## config.mk

```make
export PLATFORM = sky130hd
export DESIGN_NAME = bcd_scan_driver
export DESIGN_NICKNAME = d
export VERILOG_FILES = /design/src/rtl/bcd_scan_driver.sv
export SDC_FILE = /design/constraint.sdc
export NUM_CORES = 1
export LEC_CHECK = 0
export BUFFER_PORTS_ARGS = -buffer_cell sky130_fd_sc_hd__buf_2
export CAP_MARGIN = 20
export CORE_ASPECT_RATIO = 0.7
export CORE_UTILIZATION = 55
export DETAILED_ROUTE_END_ITERATION = 6
export PLACE_DENSITY = 0.81
export RECOVER_POWER = 50
export SLEW_MARGIN = 20
export SYNTH_ARGS = -nofsm -noshare
export SYNTH_HDL_FRONTEND = slang
export SYNTH_SLANG_ARGS = --single-unit
```

## constraint.sdc

```tcl
create_clock -name clk -period 6.79 [get_ports clk]
set_input_delay 1.358 -clock clk [delete_from_list [all_inputs] [get_ports clk]]
set_output_delay 1.358 -clock clk [all_outputs]
set_load 0.005 [all_outputs]
```

## src/rtl/bcd_scan_driver.sv

```systemverilog
// bcd_scan_driver: binary-to-BCD converter driving a multiplexed digit counter/decoder chain
// Ports: clk/rst (sync, active-high); value/load in, busy handshake out; ovf = last committed value >= 10^DIGITS;
// cclr_neg/num/clk_out drive the external chain, MS digit first; frame_done pulses once per scan frame.
module bcd_scan_driver #(
  parameter int WIDTH = 32,
  parameter int DIGITS = 8,
  parameter int DIV = 4,
  parameter bit BLANK_LZ = 1'b1
) (
  input  logic             clk,
  input  logic             rst,
  input  logic [WIDTH-1:0] value,
  input  logic             load,
  output logic             busy,
  output logic             ovf,
  output logic             cclr_neg,
  output logic [3:0]       num,
  output logic             clk_out,
  output logic             frame_done
);
  localparam int bw = 4 * DIGITS;
  localparam int cw = $clog2(WIDTH + 1);
  localparam int dw = DIV > 1 ? $clog2(DIV) : 1;
  localparam int sw = $clog2(DIGITS + 1);
  localparam logic [bw-1:0] rst_disp = BLANK_LZ ? {bw{1'b1}} << 4 : '0;
  typedef enum logic [1:0] {IDLE, CONV, COMMIT} state_t;
  state_t state, state_nx;
  logic [WIDTH-1:0] bin;
  logic [bw-1:0] bcd, adj, fmt, pend, disp;
  logic [cw-1:0] cnt;
  logic [dw-1:0] dcnt;
  logic [sw-1:0] slot, slot_nx;
  logic [3:0] dig;
  logic ovf_acc, lead, wrap, fall;
  always_ff @(posedge clk) state <= rst ? IDLE : state_nx;
  always_comb begin
    state_nx = state;
    state_nx = state == IDLE ? (load ? CONV : IDLE) :
               state == CONV ? (cnt == cw'(WIDTH - 1) ? COMMIT : CONV) : IDLE;
  end
  assign busy = state != IDLE;
  always_comb begin
    adj = bcd;
    for (int i = 0; i < DIGITS; i++)
      adj[4*i +: 4] = bcd[4*i +: 4] >= 4'd5 ? bcd[4*i +: 4] + 4'd3 : bcd[4*i +: 4];
  end
  // Leading-zero blanking walks down from the MS digit; digit 0 is always shown.
  always_comb begin
    fmt = bcd;
    lead = BLANK_LZ;
    for (int i = DIGITS - 1; i > 0; i--) begin
      lead = lead && bcd[4*i +: 4] == 4'd0;
      fmt[4*i +: 4] = lead ? 4'hF : bcd[4*i +: 4];
    end
    fmt = ovf_acc ? {DIGITS{4'h9}} : fmt;
  end
  // A 1 leaving the top nibble means the value needs more than DIGITS digits.
  always_ff @(posedge clk) begin
    if (rst) begin
      bin <= '0;
      bcd <= '0;
      cnt <= '0;
      ovf_acc <= 1'b0;
      pend <= rst_disp;
      ovf <= 1'b0;
    end else if (state == IDLE && load) begin
      bin <= value;
      bcd <= '0;
      cnt <= '0;
      ovf_acc <= 1'b0;
    end else if (state == CONV) begin
      {bcd, bin} <= {adj[bw-2:0], bin, 1'b0};
      ovf_acc <= ovf_acc | adj[bw-1];
      cnt <= cnt + 1'b1;
    end else if (state == COMMIT) begin
      pend <= fmt;
      ovf <= ovf_acc;
    end
  end
  assign wrap = dcnt == dw'(DIV - 1);
  assign fall = wrap && clk_out;
  always_comb begin
    slot_nx = fall ? (slot == sw'(DIGITS) ? '0 : slot + 1'b1) : slot;
    dig = 4'd0;
    for (int i = 0; i < DIGITS; i++) dig = slot_nx == sw'(DIGITS - i) ? disp[4*i +: 4] : dig;
  end
  // Outputs only move on the clk_out falling edge; frame_done lands in the first cycle of slot 0.
  always_ff @(posedge clk) begin
    if (rst) begin
      dcnt <= '0;
      clk_out <= 1'b0;
      slot <= '0;
      cclr_neg <= 1'b0;
      num <= 4'd0;
      frame_done <= 1'b0;
      disp <= rst_disp;
    end else begin
      dcnt <= wrap ? '0 : dcnt + 1'b1;
      clk_out <= clk_out ^ wrap;
      slot <= slot_nx;
      frame_done <= fall && slot == sw'(DIGITS);
      if (fall) begin
        cclr_neg <= slot_nx != '0;
        num <= dig;
        if (slot_nx == '0) disp <= pend;
      end
    end
  end
endmodule

```

* Yosys cells after proc, flatten, opt, wreduce, memory -nomap -nowiden
Index checks and enable logic that the tools add are counted.
** Operators by class
- Add/subtract/negate cells :: 11
- $mul :: 0
- Div/mod/pow operators :: 0
- $lt $le $gt $ge :: 8
- Equality and inequality tests :: 13
- Shift operators :: 0
- Multiplexer cells :: 32
- Bitwise operators :: 4
- Reduce and logical (&&, ||, !) cells :: 25
** Operators by type and width (count)
- 2-to-1 mux 4 bit :: 25
- 2-to-1 mux 32 bit :: 3
- adder 4 x 2 -> 4 bit (second input constant) :: 8
- >= comparator 4 x 3 -> 1 bit (second input constant) :: 8
- logical NOT 4 bit :: 8
- == test 4 x 3 -> 1 bit (second input constant) :: 4
- logical AND 1 bit :: 9
- == test 4 x 2 -> 1 bit (second input constant) :: 2
- == test 4 bit (second input constant) :: 2
- adder 6 x 1 -> 6 bit (second input constant) :: 1
- == test 6 x 5 -> 1 bit (second input constant) :: 1
- 2-to-1 mux 2 bit :: 3
- adder 4 x 1 -> 4 bit (second input constant) :: 1
- == test 2 bit (second input constant) :: 2
- == test 4 x 1 -> 1 bit (second input constant) :: 1
- nonzero test 2 bit :: 2
- nonzero test 4 bit :: 1
- OR reduction 2 bit :: 2
- AND reduction 3 bit :: 1
- adder 2 x 1 -> 2 bit (second input constant) :: 1
- == test 2 x 1 -> 1 bit (second input constant) :: 1
- logical NOT 2 bit :: 1
- NOT 1 bit :: 2
- AND reduction 2 bit :: 1
- other kinds (3) :: 3
** Storage, ports and cells
- Bits in registers :: 151
- Latch bits :: 0
- Memory bits (writable) :: 0
- Memory bits (read-only) :: 0
- Input port bits :: 35
- Output and inout port bits :: 9
- Memories kept :: 0

* Longest topological paths before layout
Gate-level depths: netlist of the first run.
- Depth after elaboration :: 12
- Mapped depth :: 12

* Worst setup path after synthesis of the first run
OpenSTA, ideal clock, no wires.
- Path kind :: input port to flip-flop
- Start :: in load
- End :: reg bcd[14]
- Setup time :: 132 ps
- Arrival :: 2377 ps
- Required time :: 6658 ps
- Setup slack :: 4281 ps
- Cell stages on the path :: 6
- Buffers on the path :: 2
- Cells stage by stage :: inv_1 nor2_1 or2_2 buf_2 buf_1 a21oi_1
** On the way
- Cells in the longest elaborated chain, start to end :: 2
** Ends and longest elaborated chain
- start, declared :: RTL line 13 : input logic load,
- logical AND 1 bit :: RTL line 66 : end else if (state == IDLE && load) begin
- OR reduction 2 bit (no line)
- end signal, assigned :: RTL line 72 : {bcd, bin} <= {adj[bw-2:0], bin, 1'b0};
- end, declared :: RTL line 29 : logic [bw-1:0] bcd, adj, fmt, pend, disp;
No other way between the ends.
A chain may end at the register's enable or synchronous reset.

* Worst setup path in the final report of the first run
- Start :: in rst
- End :: reg bcd[16]
** On the way
- Cells in the longest elaborated chain, start to end :: 1
** Ends and longest elaborated chain
- start, declared :: RTL line 11 : input logic rst,
- OR reduction 2 bit (no line)
No other way between the ends.

==> reports/metrics.yaml, run 1 <==
timing:
  fin_hold_ws_ps: 450
  worstMarginPinSlew_ps: 2390
  setup_viol: 0
  clock_skew_ps: 8.80
  slew_headroom_pct: -59.4
  period_needed_ps: 4680
  fmax_mhz: 214
  hold_viol: 0
  setup_tns_ps: 0
  maxSlewViolCount: 156
  rsz0062_at_grt: "no"
  timing.final.crit_share_pct: 68.9
floorplanning:
  core_sq_mm: 0.0120
  dieWidth_microns: 136
  initial_utilization_pct: 57.8
  die_y_microns: 95.8
  die_area_sq_mm: 0.0130
  io_pins: 44
  fp-row-count: 33
clock_tree:
  path_clk_slew_ps: 60
  cts_hold_repair.buffers: 0
  clock-sinks: 151
  tritoncts: "built"
  h-tree-depth: 4
  clockRootBuffer: "clkbuf_16"
  cts-buffers-inserted: 17
  clk_latency_ps: 420
  post_cts_resized: 0
  clk_path_buf_depth: 2
  post_cts_buffers: 0
detailed_routing:
  vias: 5902
  ant_nets: 0
  drt_iter0_markers: 350
  drc: 0
  drt_pass1_iterations: 5
  wl_per_cell_microns: 14.8
  viasPerCell: 5.72
  wl_mm: 15.3
yosys:
  yosys_most_used_dff: "dfxtp_1"
  synth_top_cell_by_area: "dfxtp_1"
  synth_cell_types: 53
  async_flop_share_pct: 0
  ys_warn_count: 0
  synthTopCellsByArea: "dfxtp_1 (44%), nand2_1 (9.3%), a21oi_1 (7.4%)"
  synth_fp_nets: 912
  syn_area_sq_mm: 0.00692
  syn_avg_cell_area_sq_um: 8.14
  synth_seq_cells: 151
  yosysSeqAreaShare_pct: 43.7
  synth_top_area_share_pct: 43.7
  syn_inst: 850
  synth_edf_count: 0
grt:
  grt_pass1_wl_mm: 25.9
  grt_pass1_vias: 5361
  grt_overflow_total: 0
  antenna_found_initial: 0
  grt.total_usage_pct: 25.1
  grt_max_degree: 73
critical_path:
  cp_max_fo: 54
  worstSetupEndpointType: "flip-flop"
  critPathLaunchType: "primary input"
  required_ps: 6970
  r2r-end: "disp[0]"
  ff2ff_setup_slack_ps: 3250
  path_class: "in -> reg"
  timing.rr.start: "dcnt[0]"
  ff2ff_path_depth: 8
  arrival_ps: 4860
cells_and_area:
  drive_gt1_share_pct: 10.1
  syn2layout_area_growth_pct: 11.7
  num_antenna_cells: 0
  final_area_sq_mm: 0.00773
  mostFrequentLayoutCell: "nand2_1"
  layout_common_cells: "nand2_1 (172), dfxtp_1 (151), a21oi_1 (102)"
  fin_nets: 924
placement:
  dp.final_hpwl_mm: 9.55
  io_buffers: 43
  placed_area_sq_mm: 0.00714
  gp_congestion: 0.881
power:
  ir_worst_vdd_mv: 0.194
  power_per_cell_area_mw_per_mm2: 258
  power.leakage_nw: 2.91
min_path:
  hp-start: "pend[3]"
  hold_path_depth: 2
  hold_path.class: "reg -> reg"
  whs_endpoint: "disp[3]"
outcome:
  violations: "capacitance limit, slew limit"
  status: "finished, violations left"
job:
  drv_cap: 3
per-layer routing:
layer,up-vias,GRT usage (%),share of wire [%]
met5,-,0,0
met4,0,8.70,1.3
met3,21,4.79,4.5
met2,136,40.1,46
met1,2758,33.9,48
li1,2987,-,-
report_power, final:
group          switching (mW)  leakage (nW)  total [mW]  internal [mW]
clock network           0.427         0.292       0.954          0.528
registers              0.0131          1.23       0.918          0.905
logic                  0.0748          1.39       0.121         0.0459
registers in the layout, indices dropped and copies added, names as in the netlist:
| register | count |
|---|---|
| frame_done | 1 |
| ovf_acc | 1 |
| bcd | 32 |
| cclr_neg | 1 |
| slot | 4 |
| dcnt | 2 |
| ovf | 1 |
| bin | 32 |
| disp | 32 |
| num | 4 |
| pend | 32 |
| state | 2 |
| clk_out | 1 |
| cnt | 6 |
cells by family (layout without fill, tap and decap cells):
logic type	Yosys count	count (layout)	share of synthesized area, %
simple gates	349	349	24.1
compound gates	222	222	19.0
mux	7	7	1.39
buf+inv	77	102	4.74
fa+ha+maj	27	27	4.89
xor+xnor	17	17	2.15
flops	151	151	43.7
area by class of cell:
type | count | area, sq um
fill | 1007 | 4250
multi-input combinational | 622 | 3580
sequential | 151 | 3020
clock buffer | 17 | 425
timing repair buffer | 49 | 245
tap | 157 | 196
clock inverter | 15 | 174
inverter | 21 | 78.8
synthesized netlist by cell type (all sizes together) (2+ instances only):
cell type / instances
mux2: 5
ha: 27
o21a: 3
a21oi: 103
and3: 4
nor3b: 10
nand4: 3
o32ai: 3
or3: 3
a211oi: 6
o221ai: 2
o21ai: 44
and3b: 2
buf: 14
or2: 4
nor4: 12
o2111ai: 4
a311oi: 2
mux2i: 2
nor2: 61
and4: 2
nor2b: 4
clkbuf: 42
o21bai: 14
xnor2: 11
nand3: 13
xor2: 6
nand2: 172
a22oi: 31
nand2b: 12
inv: 21
nand3b: 29
o22ai: 4
dfxtp: 151
nor3: 13
a31oi: 2
per-stage QoR:
step           worst slack (ps)  util, %  instances  power, mW
2_1_floorplan              4280        -        850       1.02
3_3_place_gp               3500     59.6       1000       1.05
3_5_place_dp               3390     59.6       1000       1.06
4_1_cts                    3320     64.6       1032       2.00
5_1_grt                    1790     64.5       1032       2.06
6_report                   2110     64.5       1032       1.99
worst max-delay path by stage:
stage | end | startpoint | depth (start not counted)
after floorplan | bcd[14] | load | 6
after global placement | disp[0] | dcnt[0] | 8
after detailed placement | disp[0] | dcnt[0] | 8
after global routing | cnt[4] | rst | 3
final | bcd[16] | rst | 3
after CTS | disp[23] | dcnt[0] | 8
worst max-delay path, cell delays in order:
cell	delay, ps
clkbuf_1	1520
or2_0	1850
a211oi_1	110
Power figures use the tool's default switching activity.
==> inputs of run 2 (changes only) <==
Settings changed: PLACE_DENSITY 0.81 to 0.84.
Clock period 6.79 ns to 3.9 ns, I/O delays scaled along.
==> reports/metrics.yaml, run 2 (synthesized netlist as in run 1, its figures left out) <==
timing:
  slew_headroom_pct: 5.11  # was -59.4%
  timing.final.crit_share_pct: 82.0
  setup_viol: 0  # unchanged
  worst_slack_ps: 701  # was 2110 ps
  period_needed_ps: 3200
  clock_skew_ps: 11.3  # was 8.80 ps
  worstMarginPinSlew_ps: 1420  # was 2390 ps
  fmax_mhz: 313
  setup_tns_ps: 0  # unchanged
  maxSlewViolCount: 0  # was 156
  rsz0062_at_grt: "no"  # unchanged
  hold_viol: 0  # unchanged
  fin_hold_ws_ps: 429  # was 450 ps
critical_path:
  cp_max_fo: 32  # was 54
  slowest_stage: "or4b_1"  # was or2_0
  required_ps: 4140  # was 6970 ps
  r2r-end: "disp[0]"  # unchanged
  worstSetupEndpointType: "flip-flop"  # unchanged
  arrival_ps: 3440  # was 4860 ps
  critPathLaunchType: "flip-flop"  # was primary input
  ff2ff_setup_slack_ps: 700  # was 3250 ps
  cp_slowest_stage_delay_ps: 1020  # was 1850 ps
  path_class: "reg -> reg"  # was in -> reg
  crit_top_cell: "ha_1"
  ff2ff_path_depth: 9  # was 8
  crit_chain: "ha_1 > ha_1 > buf_4 > and4b_1 > o21ai_2 > nand3_4 > or4b_1 > nand2_1 > a21oi_1"  # was clkbuf_1 > or2_0 > a211oi_1
  timing.rr.start: "dcnt[0]"  # unchanged
detailed_routing:
  viasPerCell: 5.84  # was 5.72
  drt_iter0_markers: 582  # was 350
  vias: 6060  # was 5902
  drt_pass1_iterations: 5  # unchanged
  ant_nets: 0  # unchanged
  drc: 0  # unchanged
  wl_per_cell_microns: 15.2  # was 14.8 microns
  topRoutingLayerUsed: "met4"  # unchanged
  wl_mm: 15.8  # was 15.3 mm
  m1WireLength_mm: 7.23  # was 7.37 mm
  wl_met2_mm: 7.11  # was 7.03 mm
  dr_wl_met3_mm: 1.09  # was 683 microns
job:
  drv_cap: 0  # was 3
clock_tree:
  tritoncts: "built"  # unchanged
  h-tree-depth: 4  # unchanged
  path_clk_slew_ps: 60  # about the same
  cts_hold_repair.buffers: 0  # unchanged
  clk_path_buf_depth: 2  # unchanged
  clock-sinks: 151  # unchanged
  post_cts_resized: 0  # unchanged
  post_cts_buffers: 0  # unchanged
  clk_latency_ps: 430  # was 420 ps
  clockRootBuffer: "clkbuf_16"  # unchanged
  cts-buffers-inserted: 17  # unchanged
cells_and_area:
  fill_cells: 958  # was 1007
  multiInputGateArea_sq_mm: 0.00358  # about the same
  final_cells: 1037  # was 1032
  drive_gt1_share_pct: 10.5  # was 10.1%
  final_area_sq_mm: 0.00778  # was 0.00773 sq mm
  layout_common_cells: "nand2_1 (172), dfxtp_1 (151), a21oi_1 (102)"  # unchanged
  num_antenna_cells: 0  # unchanged
  fin_nets: 929  # was 924
  mostFrequentLayoutCell: "nand2_1"  # unchanged
  seq_area_sq_mm: 0.00302  # unchanged
  post-route-util_pct: 65.0  # was 64.5%
  syn2layout_area_growth_pct: 12.6  # was 11.7%
grt:
  grt_pass1_wl_mm: 25.8  # was 25.9 mm
  grt_max_degree: 78  # was 73
  grt_overflow_total: 0  # unchanged
  antenna_found_initial: 0  # unchanged
  grt_pass1_vias: 5406  # was 5361
  grt.total_usage_pct: 25.1  # about the same
floorplanning:
  die_y_microns: 95.8  # unchanged
  initial_utilization_pct: 57.8  # unchanged
  core_sq_mm: 0.0120  # unchanged
  fp-row-count: 33  # unchanged
  die_area_sq_mm: 0.0130  # unchanged
  io_pins: 44  # unchanged
  dieWidth_microns: 136  # unchanged
power:
  ir_worst_vdd_mv: 0.338  # was 0.194 mV
  power_per_cell_area_mw_per_mm2: 455  # was 258 mW/mm^2
  power_mw: 3.54  # was 1.99 mW
  power.leakage_nw: 2.95  # was 2.91 nW
placement:
  dp.final_hpwl_mm: 9.78  # was 9.55 mm
  post-place-ws_ps: 794  # was 3390 ps
  io_buffers: 43  # unchanged
  gp_congestion: 0.870  # was 0.881
  dp_cells: 1005  # was 1000
  placed_area_sq_mm: 0.00717  # was 0.00714 sq mm
min_path:
  hold_path.class: "reg -> reg"  # unchanged
  hold_path_depth: 1  # was 2
  hp-start: "dcnt[0]"  # was pend[3]
  whs_endpoint: "dcnt[0]"  # was disp[3]
outcome:
  status: "complete, no violations"  # was finished, violations left
==> run 2: cell count changes in the layout (fill, tap and decap cells not counted), sizes merged <==
cell / before / now
buf: 39 / 43
bufinv: 1 / 2
clkbuf: 27 / 28
inv: 32 / 31
==> run 2: worst max path at each step <==
| stage | slack [ps] | end | cells after the start | startpoint |
|---|---|---|---|---|
| 6_report | 700 | disp[0] | 9 | dcnt[0] |
| 5_1_grt | 480 | disp[0] | 9 | dcnt[0] |
| 4_1_cts | 710 | disp[23] | 9 | dcnt[0] |
| 3_5_place_dp | 790 | disp[0] | 9 | dcnt[0] |
| 3_3_place_gp | 870 | disp[1] | 9 | dcnt[0] |
| 2_1_floorplan | 1530 | disp[4] | 10 | dcnt[0] |
==> run 2: report_power, final <==
| part | leakage, nW | switching (mW) | internal, mW |
|---|---|---|---|
| clock | 0.306 | 0.743 | 0.987 |
| sequential | 1.23 | 0.0225 | 1.57 |
| combinational | 1.42 | 0.132 | 0.0816 |
| total | 2.95 | 0.898 | 2.64 |
==> run 2: layout make-up <==
| class | instances | share of cell area (%) |
|---|---|---|
| Clock buffer | 17 | 5.47 |
| Clock inverter | 15 | 2.60 |
| Inverter | 21 | 1.01 |
| Multi-Input combinational cell | 622 | 46.0 |
| Sequential cell | 151 | 38.8 |
| Tap cell | 157 | 2.52 |
| Timing Repair Buffer | 54 | 3.60 |
==> run 2: critical path: cells and delay by family (launching register included) <==
family / cells / cell delay [ps]
and+or+nand+nor: 4 / 1630
DFF: 1 / 310
AOI/OAI and AO/OA: 2 / 310
adders and majority gates: 2 / 530
buffers and inverters: 1 / 230
==> run 2: per-layer routing <==
layer | vias up | GRT usage (%)
li1 | 2991 | -
met1 | 2815 | 32.9
met2 | 217 | 40.1
met3 | 37 | 4.90
met4 | 0 | 11.6
met5 | - | 0
==> inputs of run 3 (changes only) <==
Settings changed: PLACE_DENSITY 0.84 to 0.81.
Clock period 3.9 ns to 3.1 ns, I/O delays scaled along.
==> reports/metrics.yaml, run 3 (synthesized netlist as in run 1, its figures left out) <==
clock_tree:
  cts-buffers-inserted: 17  # unchanged
  clockRootBuffer: "clkbuf_16"  # unchanged
  clock-sinks: 151  # unchanged
  post_cts_buffers: 0  # unchanged
  clk_latency_ps: 430  # about the same
  clk_path_buf_depth: 2  # unchanged
  cts_hold_repair.buffers: 0  # unchanged
  path_clk_slew_ps: 60  # about the same
  post_cts_resized: 0  # unchanged
  tritoncts: "built"  # unchanged
  h-tree-depth: 4  # unchanged
placement:
  io_buffers: 43  # unchanged
  dp_cells: 1009  # was 1005
  gp_congestion: 0.885  # was 0.870
  placed_area_sq_mm: 0.00721  # was 0.00717 sq mm
  dp.final_hpwl_mm: 9.92  # was 9.78 mm
critical_path:
  crit_top_cell: "ha_1"  # unchanged
  cp_max_fo: 10  # was 32
  crit_chain: "ha_1 > ha_1 > buf_4 > nand2b_1 > o21a_1 > mux2_4 > o221ai_1 > a21oi_1 > o22ai_1 > a311oi_1"  # was ha_1 > ha_1 > buf_4 > and4b_1 > o21ai_2 > nand3_4 > or4b_1 > nand2_1 > a21oi_1
  cp_slowest_stage_delay_ps: 430  # was 1020 ps
  critPathLaunchType: "flip-flop"  # unchanged
  slowest_stage: "o21a_1"  # was or4b_1
  worstSetupEndpointType: "flip-flop"  # unchanged
  arrival_ps: 3070  # was 3440 ps
  path_class: "reg -> reg"  # unchanged
  required_ps: 3340  # was 4140 ps
timing:
  maxSlewViolCount: 41  # was 0
  period_needed_ps: 2830  # was 3200 ps
  slew_headroom_pct: -0.0540  # was 5.11%
  setup_tns_ps: 0  # unchanged
  timing.final.crit_share_pct: 91.3  # was 82.0%
  rsz0062_at_grt: "no"  # unchanged
  hold_viol: 0  # unchanged
  worstMarginPinSlew_ps: 1500  # was 1420 ps
  fmax_mhz: 353  # was 313 MHz
  setup_viol: 0  # unchanged
  clock_skew_ps: 12.4  # was 11.3 ps
cells_and_area:
  seq_area_sq_mm: 0.00302  # unchanged
  num_antenna_cells: 0  # unchanged
  layout_common_cells: "nand2_1 (172), dfxtp_1 (151), a21oi_1 (102)"  # unchanged
  fin_nets: 933  # was 929
  drive_gt1_share_pct: 11.2  # was 10.5%
  multiInputGateArea_sq_mm: 0.00358  # unchanged
  post-route-util_pct: 65.1  # was 65.0%
  final_area_sq_mm: 0.00779  # was 0.00778 sq mm
  syn2layout_area_growth_pct: 12.6  # about the same
  fill_cells: 987  # was 958
  final_cells: 1041  # was 1037
  mostFrequentLayoutCell: "nand2_1"  # unchanged
floorplanning:
  io_pins: 44  # unchanged
  initial_utilization_pct: 57.8  # unchanged
  core_sq_mm: 0.0120  # unchanged
  die_y_microns: 95.8  # unchanged
  fp-row-count: 33  # unchanged
  dieWidth_microns: 136  # unchanged
  die_area_sq_mm: 0.0130  # unchanged
detailed_routing:
  drt_iter0_markers: 409  # was 582
  vias: 6033  # was 6060
  wl_mm: 15.5  # was 15.8 mm
  wl_per_cell_microns: 14.9  # was 15.2 microns
  drt_pass1_iterations: 6  # was 5
  viasPerCell: 5.80  # was 5.84
  drc: 0  # unchanged
  ant_nets: 0  # unchanged
power:
  power_per_cell_area_mw_per_mm2: 563  # was 455 mW/mm^2
  power_mw: 4.39  # was 3.54 mW
  ir_worst_vdd_mv: 0.435  # was 0.338 mV
  power.leakage_nw: 2.97  # was 2.95 nW
grt:
  grt_pass1_wl_mm: 26.0  # was 25.8 mm
  antenna_found_initial: 0  # unchanged
  grt.total_usage_pct: 25.2  # was 25.1%
  grt_pass1_vias: 5483  # was 5406
  grt_max_degree: 74  # was 78
  grt_overflow_total: 0  # unchanged
min_path:
  hold_path.class: "in -> reg"  # was reg -> reg
outcome:
  violations: "capacitance limit, slew limit"
  status: "finished, violations left"  # was complete, no violations
job:
  drv_cap: 1  # was 0
## run 3: changes by cell type in the layout (fill, tap and decap cells not counted), sizes merged
cell    previous run  this run
buf               43        49
clkbuf            28        26
## run 3: critical path, delay by kind of cell (launching register included)
kind / cells / cell delay, ps
AO/OA/AOI/OAI: 5 / 1070
adder cells (fa/ha/maj): 2 / 540
buffers and inverters: 1 / 220
flip-flops: 1 / 340
multiplexers: 1 / 340
AND/OR/NAND/NOR: 1 / 150
## run 3: routing by layer
metal / wire length (microns) / GRT usage (%) / vias up
li1: - / - / 2998
met1: 7300 / 33.8 / 2825
met2: 6940 / 39.8 / 180
met3: 929 / 4.79 / 30
met4: 314 / 10.9 / 0
met5: 0 / 0 / -
## run 3: per-stage QoR
stage               hold WS (ps)  setup WS [ps]
floorplan                    404            728
global placement             414            439
detailed placement           418            401
CTS                          415            366
global route                 425           63.4
finish                       427            270
## run 3: final timing paths
check                               from      end  slack, ps  cells after the start
worst max-delay path             dcnt[0]   num[3]        270                     10
worst min-delay path            value[0]   bin[0]        430                      3
worst max register to register   dcnt[0]   num[3]        270                     10
worst min register to register   dcnt[0]  dcnt[0]        430                      1
## run 3: cell type report
class                           count  area share (%)
Clock inverter                     15            2.26
Inverter                           21            1.01
Tap cell                          157            2.52
Multi-Input combinational cell    622            45.9
Timing Repair Buffer               58            4.02
Clock buffer                       17            5.46
Sequential cell                   151            38.8
## run 3: report_power, final
part / internal (mW) / total, mW / switching, mW
sequential: 1.98 / 2.01 / 0.0279
clock: 1.22 / 2.11 / 0.895
combinational: 0.103 / 0.266 / 0.163
